### src/rtl/seq_detect_arbiter.sv
// Round-robin arbiter that lends one overlapping serial pattern matcher to NCH
// requesters, one fixed-length frame at a time, and reports per-frame results.
module seq_detect_arbiter #(
  parameter int                 NCH       = 4,
  parameter int                 FRAME_LEN = 8,
  parameter int                 PAT_LEN   = 4,
  parameter logic [PAT_LEN-1:0] PATTERN   = 4'b1010
) (
  input  logic                           clk,
  input  logic                           rst,
  input  logic [NCH-1:0]                 req,
  input  logic [NCH-1:0]                 bit_in,
  input  logic [NCH-1:0]                 bit_vld,
  output logic [NCH-1:0]                 gnt,
  output logic                           busy,
  output logic                           match,
  output logic                           done,
  output logic                           aborted,
  output logic [$clog2(NCH)-1:0]         done_ch,
  output logic [$clog2(FRAME_LEN+1)-1:0] match_cnt
);

  localparam int CW = $clog2(NCH);
  localparam int MW = $clog2(FRAME_LEN+1);

  typedef enum logic [1:0] {IDLE, STREAM, REPORT} state_t;

  state_t             state_q, state_d;
  logic [NCH-1:0]     gnt_q, gnt_d;
  logic               busy_q, busy_d;
  logic               match_q, match_d;
  logic               done_q, done_d;
  logic               aborted_q, aborted_d;
  logic [CW-1:0]      done_ch_q, done_ch_d;
  logic [MW-1:0]      match_cnt_q, match_cnt_d;
  logic [CW-1:0]      ptr_q, ptr_d;
  logic [PAT_LEN-1:0] sh_q, sh_d;
  logic [MW-1:0]      cnt_q, cnt_d;

  logic [CW-1:0]      sel;
  logic [PAT_LEN-1:0] sh_nxt;
  logic [MW-1:0]      cnt_inc;

  // Scanning downward lets the lowest offset from the pointer win without a break.
  function automatic logic [CW-1:0] rr_pick(input logic [NCH-1:0] r, input logic [CW-1:0] p);
    logic [CW-1:0] pick;
    logic [CW-1:0] idx;
    pick = p;
    for (int i = NCH-1; i >= 0; i--) begin
      idx = CW'((int'(p) + i) % NCH);
      if (r[idx]) pick = idx;
    end
    return pick;
  endfunction

  assign sel     = rr_pick(req, ptr_q);
  assign sh_nxt  = {sh_q[PAT_LEN-2:0], bit_in[done_ch_q]};
  assign cnt_inc = cnt_q + MW'(1);

  always_comb begin
    state_d     = state_q;
    gnt_d       = gnt_q;
    busy_d      = busy_q;
    match_d     = 1'b0;
    done_d      = 1'b0;
    aborted_d   = aborted_q;
    done_ch_d   = done_ch_q;
    match_cnt_d = match_cnt_q;
    ptr_d       = ptr_q;
    sh_d        = sh_q;
    cnt_d       = cnt_q;
    case (state_q)
      IDLE: begin
        if (|req) begin
          state_d      = STREAM;
          gnt_d        = '0;
          gnt_d[sel]   = 1'b1;
          busy_d       = 1'b1;
          aborted_d    = 1'b0;
          done_ch_d    = sel;
          match_cnt_d  = '0;
          sh_d         = '0;
          cnt_d        = '0;
        end
      end
      STREAM: begin
        // A dropped request wins over a simultaneous bit qualifier.
        if (!req[done_ch_q]) begin
          state_d   = REPORT;
          gnt_d     = '0;
          busy_d    = 1'b0;
          done_d    = 1'b1;
          aborted_d = 1'b1;
        end else if (bit_vld[done_ch_q]) begin
          sh_d  = sh_nxt;
          cnt_d = cnt_inc;
          if (sh_nxt == PATTERN && cnt_inc >= MW'(PAT_LEN)) begin
            match_d     = 1'b1;
            match_cnt_d = match_cnt_q + MW'(1);
          end
          if (cnt_inc == MW'(FRAME_LEN)) begin
            state_d   = REPORT;
            gnt_d     = '0;
            busy_d    = 1'b0;
            done_d    = 1'b1;
            aborted_d = 1'b0;
          end
        end
      end
      REPORT: begin
        state_d = IDLE;
        ptr_d   = (done_ch_q == CW'(NCH-1)) ? '0 : done_ch_q + CW'(1);
      end
      default: state_d = IDLE;
    endcase
  end

  always_ff @(posedge clk or negedge rst) begin
    if (!rst) begin
      state_q     <= IDLE;
      gnt_q       <= '0;
      busy_q      <= 1'b0;
      match_q     <= 1'b0;
      done_q      <= 1'b0;
      aborted_q   <= 1'b0;
      done_ch_q   <= '0;
      match_cnt_q <= '0;
      ptr_q       <= '0;
      sh_q        <= '0;
      cnt_q       <= '0;
    end else begin
      state_q     <= state_d;
      gnt_q       <= gnt_d;
      busy_q      <= busy_d;
      match_q     <= match_d;
      done_q      <= done_d;
      aborted_q   <= aborted_d;
      done_ch_q   <= done_ch_d;
      match_cnt_q <= match_cnt_d;
      ptr_q       <= ptr_d;
      sh_q        <= sh_d;
      cnt_q       <= cnt_d;
    end
  end

  assign gnt       = gnt_q;
  assign busy      = busy_q;
  assign match     = match_q;
  assign done      = done_q;
  assign aborted   = aborted_q;
  assign done_ch   = done_ch_q;
  assign match_cnt = match_cnt_q;

endmodule

### config.mk
export PLATFORM = sky130hd
export DESIGN_NAME = seq_detect_arbiter
export DESIGN_NICKNAME = d
export VERILOG_FILES = /design/src/rtl/seq_detect_arbiter.sv
export SDC_FILE = /design/constraint.sdc
export NUM_CORES = 1
export LEC_CHECK = 0
export BUFFER_PORTS_ARGS = -buffer_cell sky130_fd_sc_hd__buf_2
export CAP_MARGIN = 20
export CORE_ASPECT_RATIO = 0.5
export CORE_MARGIN = 4
export CORE_UTILIZATION = 50
export CTS_CLUSTER_DIAMETER = 80
export CTS_CLUSTER_SIZE = 25
export DETAILED_ROUTE_END_ITERATION = 16
export PLACE_DENSITY = 0.78
export SLEW_MARGIN = 20
export SYNTH_ARGS = -nofsm -noshare
export SYNTH_HDL_FRONTEND = slang
export SYNTH_SLANG_ARGS = --single-unit
### constraint.sdc
create_clock -name clk -period 5.48 [get_ports clk]
set_input_delay 1.096 -clock clk [delete_from_list [all_inputs] [get_ports clk]]
set_output_delay 1.096 -clock clk [all_outputs]
set_load 0.02 [all_outputs]
# After elaboration in Yosys (flattened, before gate mapping)
# Cells that the tools add are included.
[classes]
eq_ne = 11
n_reduce_logical = 10
n_lt_le_gt_ge = 8
mux = 58
n_addsub = 6
[op_table]
columns = ["cell", "count"]
rows = [
  ["4-bit 2-to-1 mux", 10],
  ["4-bit case mux with 2 select lines", 3],
  ["1-bit 2-to-1 mux", 22],
  ["2-bit by 3-bit < comparator with 1-bit output (second input constant)", 6],
  ["2-bit 2-to-1 mux", 9],
  ["1-bit binary-select mux with 2-bit select", 7],
  ["4-bit by 1-bit adder with 4-bit output (second input constant)", 2],
  ["4-bit equality test (second input constant)", 2],
  ["2-bit != test (second input constant)", 4],
  ["4-bit AND reduction", 2],
  ["3-bit 2-to-1 mux", 2],
  ["3-bit != test (second input constant)", 2],
  ["3-bit case mux with 2 select lines", 1],
  ["5-bit AND reduction", 1],
  ["2-bit by 1-bit adder with 2-bit output (second input constant)", 2],
  ["2-bit adder (second input constant)", 2],
  ["2-bit equality test (second input constant)", 2],
  ["4-bit by 3-bit >= comparator with 1-bit output (second input constant)", 1],
  ["1-bit case mux with 2 select lines", 2],
  ["2-bit case mux with 2 select lines", 1],
  ["4-bit OR reduction", 1],
  ["3-bit AND reduction", 1],
  ["1-bit demux with 2-bit select", 1],
  ["2-bit by 1-bit equality test with 1-bit output (second input constant)", 1],
  ["5 further kinds", 6],
]
[totals]
in_bits = 14
regBits = 25

# Longest topological paths before layout
[depth]
ltp_word = 13
ltp_mapped = 6
ltp_nobuf = 6

# Least setup slack after synthesis
# Ideal clock, no wire load.
[synth_timing]
path_type = "input port to flip-flop"
from = "in bit_in[3]"
to = "reg match_cnt_q[3] (netlist: match_cnt[3])"
n_path_buf = 0
cell_stages = 5
t_required_ns = 5.356
arrival_ns = 2.364
slack_ns = 2.993
path_cell_list = "mux4_2 > a41oi_2 > nand3_2 > o211a_1 > a211o_1"
[synth_between]
elab_chain_cells = 6
[synth_rtl]
columns = ["element", "line_no", "rtl"]
rows = [
  ["start: declaration", "12", "input logic [NCH-1:0] bit_in,"],
  ["1-bit binary-select mux with 2-bit select", "57", "assign sh_nxt = {sh_q[PAT_LEN-2:0], bit_in[done_ch_q]};"],
  ["1-bit 2-to-1 mux (not written as such)", "57", ""],
  ["4-bit equality test", "97", "if (sh_nxt == PATTERN && cnt_inc >= MW'(PAT_LEN)) begin"],
  ["1-bit logical AND", "97", ""],
  ["2-bit != test (no source line)", "n/a", ""],
  ["5-bit AND reduction (no source line)", "n/a", ""],
  ["end signal: assignment", "139", "match_cnt_q <= match_cnt_d;"],
  ["end: declaration", "35", "logic [MW-1:0] match_cnt_q, match_cnt_d;"],
]
# No other way between the ends. The select of a mux whose other input is x is not followed.
# A chain may end at the register's enable or synchronous reset.

# Worst setup path in the final report
# Same ends and word-level chain as after synthesis.

==> impl_metrics.py <==
metrics = {
    "logic_synthesis": {
        "yosys.area.top_type": "dfrtp_1",
        "ys_seq_area_frac": 0.464,
        "syn_inst": 124,
        "synth_seq_cells": 25,
        "synthTopCellsByArea": "dfrtp_1 46%, mux4_1 3.9%, ha_1 3.7%",
        "synth_area_per_cell_um2": 10.9,
        "synth_cell_types": 41,
        "syn_area_um2": 1350,
        "synth_fp_nets": 142,
        "synth.top_cell.area_share": 0.464,
        "ys_warn_count": 0,
    },
    "detailed_routing": {
        "drt_iter0_drc": 43,
        "num_vias": 1094,
        "wirelength_um": 2890,
        "first_pass_iters": 4,
        "viasPerCell": 5.79,
        "drtAntennaViolNets": 0,
        "route.detailed.drc": 0,
        "wl_per_cell_um": 15.3,
    },
    "final_layout": {
        "register_area_um2": 626,
        "nNetsFinal": 173,
        "multi_input_area_um2": 704,
        "synthToLayoutAreaGrowth_pct": 16.3,
        "nFillCells": 189,
        "drive_gt1_frac": 0.253,
        "antenna-diode-count": 0,
        "design_area_um2": 1570,
    },
    "clock_tree": {
        "hold_buffers": 0,
        "cts_max_path_buffers": 2,
        "post_cts_buffers": 0,
        "path_clk_slew_ns": 0.09,
        "cts-root-buf": "clkbuf_8",
        "tritoncts": "done",
        "cts_inserted_buffers": 3,
        "worstSkewPairLatency_ns": 0.27,
        "ctsResizeCount": 0,
        "htreeDepth": 1,
        "numClockSinks": 25,
    },
    "hold_path": {
        "min_to": "busy",
        "min_path_type": "flip-flop to flip-flop",
        "hold_path_depth": 1,
        "hold_start": "busy",
    },
    "timing": {
        "rsz0062_at_grt": "no",
        "worstMarginPinSlew_ns": 0.875,
        "period_minus_slack_ns": 2.42,
        "finalSetupViolCount": 0,
        "setup-tns-final_ns": 0,
        "maxSlewViolCount": 0,
        "final_hold_viol_count": 0,
        "fmax_ghz": 0.414,
        "min_period_over_period": 0.441,
        "clock_skew_ns": 0.00456,
        "timing.slew.headroom": 0.412,
    },
    "setup_path": {
        "endpoint_kind": "flip-flop",
        "path_max_fanout": 4,
        "r2r_cells": 5,
        "r2r_end": "match_cnt[3]",
        "r2r_setup_slack_ns": 3.40,
        "setup.worst_path.class": "input pin to flip-flop",
        "slowest_delay_ns": 0.49,
        "r2r_start": "done_ch[0]",
        "crit_slowest_cell": "mux4_2",
        "worstPathRequired_ns": 5.64,
        "crit_chain": "buf_2 > mux4_2 > a41oi_2 > nand3_2 > o211a_1 > a211o_1",
        "arrival_ns": 2.58,
        "crit_path_start_kind": "input pin",
    },
    "global_route": {
        "antenna_found_initial": 0,
        "met3_usage": 0.0478,
        "grt_max_degree": 26,
        "grt_pass1_vias": 1048,
        "met1_usage": 0.238,
        "top_usage_layer": "met2",
        "use_met2": 0.303,
        "grt_overflow": 0,
        "gr-usage-all-layers": 0.186,
        "grt_pass1_wl_um": 4930,
    },
    "placed_design": {
        "io_buffers": 27,
        "dp_hpwl_um": 2110,
        "postPlaceCellArea_um2": 1520,
        "place.gp.congestion": 0.786,
    },
    "floorplan": {
        "core.rowCount": 12,
        "io_pins": 28,
        "die_w_um": 81.5,
        "core_um2": 2390,
        "die_y_um": 44.7,
        "initial_utilization": 0.565,
        "die_area_um2": 3640,
    },
    "outcome": {
        "status": "finished clean",
    },
    "power": {
        "power_density_nw_per_um2": 497,
        "p_leak_nw": 0.808,
        "peakVddDrop_mv": 0.234,
    },
    "run": {
        "max_cap_violations": 0,
    },
}
## report_power, final
group / total, mW / switching [mW] / internal [mW] / leakage, nW
Combinational: 0.360 / 0.214 / 0.146 / 0.454
Sequential: 0.309 / 0.0652 / 0.244 / 0.331
Clock: 0.111 / 0.0585 / 0.0521 / 0.0228
## worst max-delay path, delay by kind of cell
family                 cells  cell delay, ns
muxes                      1            0.49
buffers and inverters      1            0.10
AOI/OAI and AO/OA          3            0.74
and+or+nand+nor            1            0.15
## kinds of logic after synthesis
logic type / share of synthesized area
xor gates and xnor gates: 0.00649
DFF: 0.464
buffers and inverters: 0.0139
adders and majority gates: 0.0371
AOI/OAI and AO/OA: 0.228
muxes: 0.0863
and+or+nand+nor: 0.164
## how the worst max path moves through the flow
stage / startpoint / end / cells past startpoint
after floorplan: bit_in[3] / match_cnt[3] / 5
after global placement: bit_in[3] / match_cnt[3] / 6
after detailed placement: bit_in[3] / match_cnt[3] / 6
after CTS: bit_in[3] / match_cnt[3] / 6
after global routing: bit_in[3] / match_cnt[3] / 6
final: bit_in[3] / match_cnt[3] / 6
## cells in the mapped netlist (all sizes together)
library cell   n
dfrtp         25
and3           1
a22o           2
nand3          3
xor2           1
ha             4
a32o           2
buf            1
o2bb2ai        3
nand3b         1
nand2b         2
inv            4
or3            1
a21o           7
a21bo          1
o221ai         1
a41oi          1
nand2         11
nor2b          3
nor2           7
o21a           2
o211ai         1
a211o          2
o21ai          5
o211a          2
nor3           4
o31ai          1
and2           2
a21oi          8
nor3b          2
nor4b          1
mux2           1
nor4           2
mux2i          3
and4bb         1
o22ai          3
mux4           3
## cell usage in the layout, fill, tap and decap left out, drive strengths merged, types with 3 or more instances in the layout
| cell | n |
|---|---|
| nor2 | 7 |
| o21ai | 5 |
| mux2i | 3 |
| dfrtp | 25 |
| nand3 | 3 |
| o22ai | 3 |
| a21oi | 8 |
| nor3 | 4 |
| inv | 4 |
| nor2b | 3 |
| clkbuf | 4 |
| buf | 27 |
| ha | 4 |
| nand2 | 11 |
| mux4 | 3 |
| o2bb2ai | 3 |
| a21o | 7 |
## metal layers
metal,vias to the layer above,share of wire
met5,-,0
li1,537,-
met2,22,0.45
met4,0,0.016
met3,4,0.044
met1,531,0.49
## state kept, by name, indices dropped and copies added, names as in the netlist, 2 cells and up
signal     cells
cnt_q          4
gnt            4
match_cnt      4
sh_q           3
done_ch        2
ptr_q          2
state_q        2
## final cells by class
type                            count  area share
Multi-Input combinational cell     94       0.449
Sequential cell                    25       0.399
Timing Repair Buffer               27      0.0861
Clock buffer                        4      0.0287
Tap cell                           35      0.0279
Inverter                            4     0.00957
## per-stage QoR
stage / cells / hold slack [ns] / utilization / worst slack [ns] / power (mW)
finish: 189 / 0.475 / 0.657 / 3.06 / 0.780
global route: 189 / 0.516 / 0.657 / 2.96 / 0.839
CTS: 189 / 0.481 / 0.657 / 3.07 / 0.784
detailed placement: 185 / 0.461 / 0.638 / 2.78 / 0.670
global placement: 185 / 0.457 / 0.638 / 2.81 / 0.663
floorplan: 124 / 0.478 / - / 2.99 / 0.569
No activity file was read; power rests on OpenSTA's default activity.
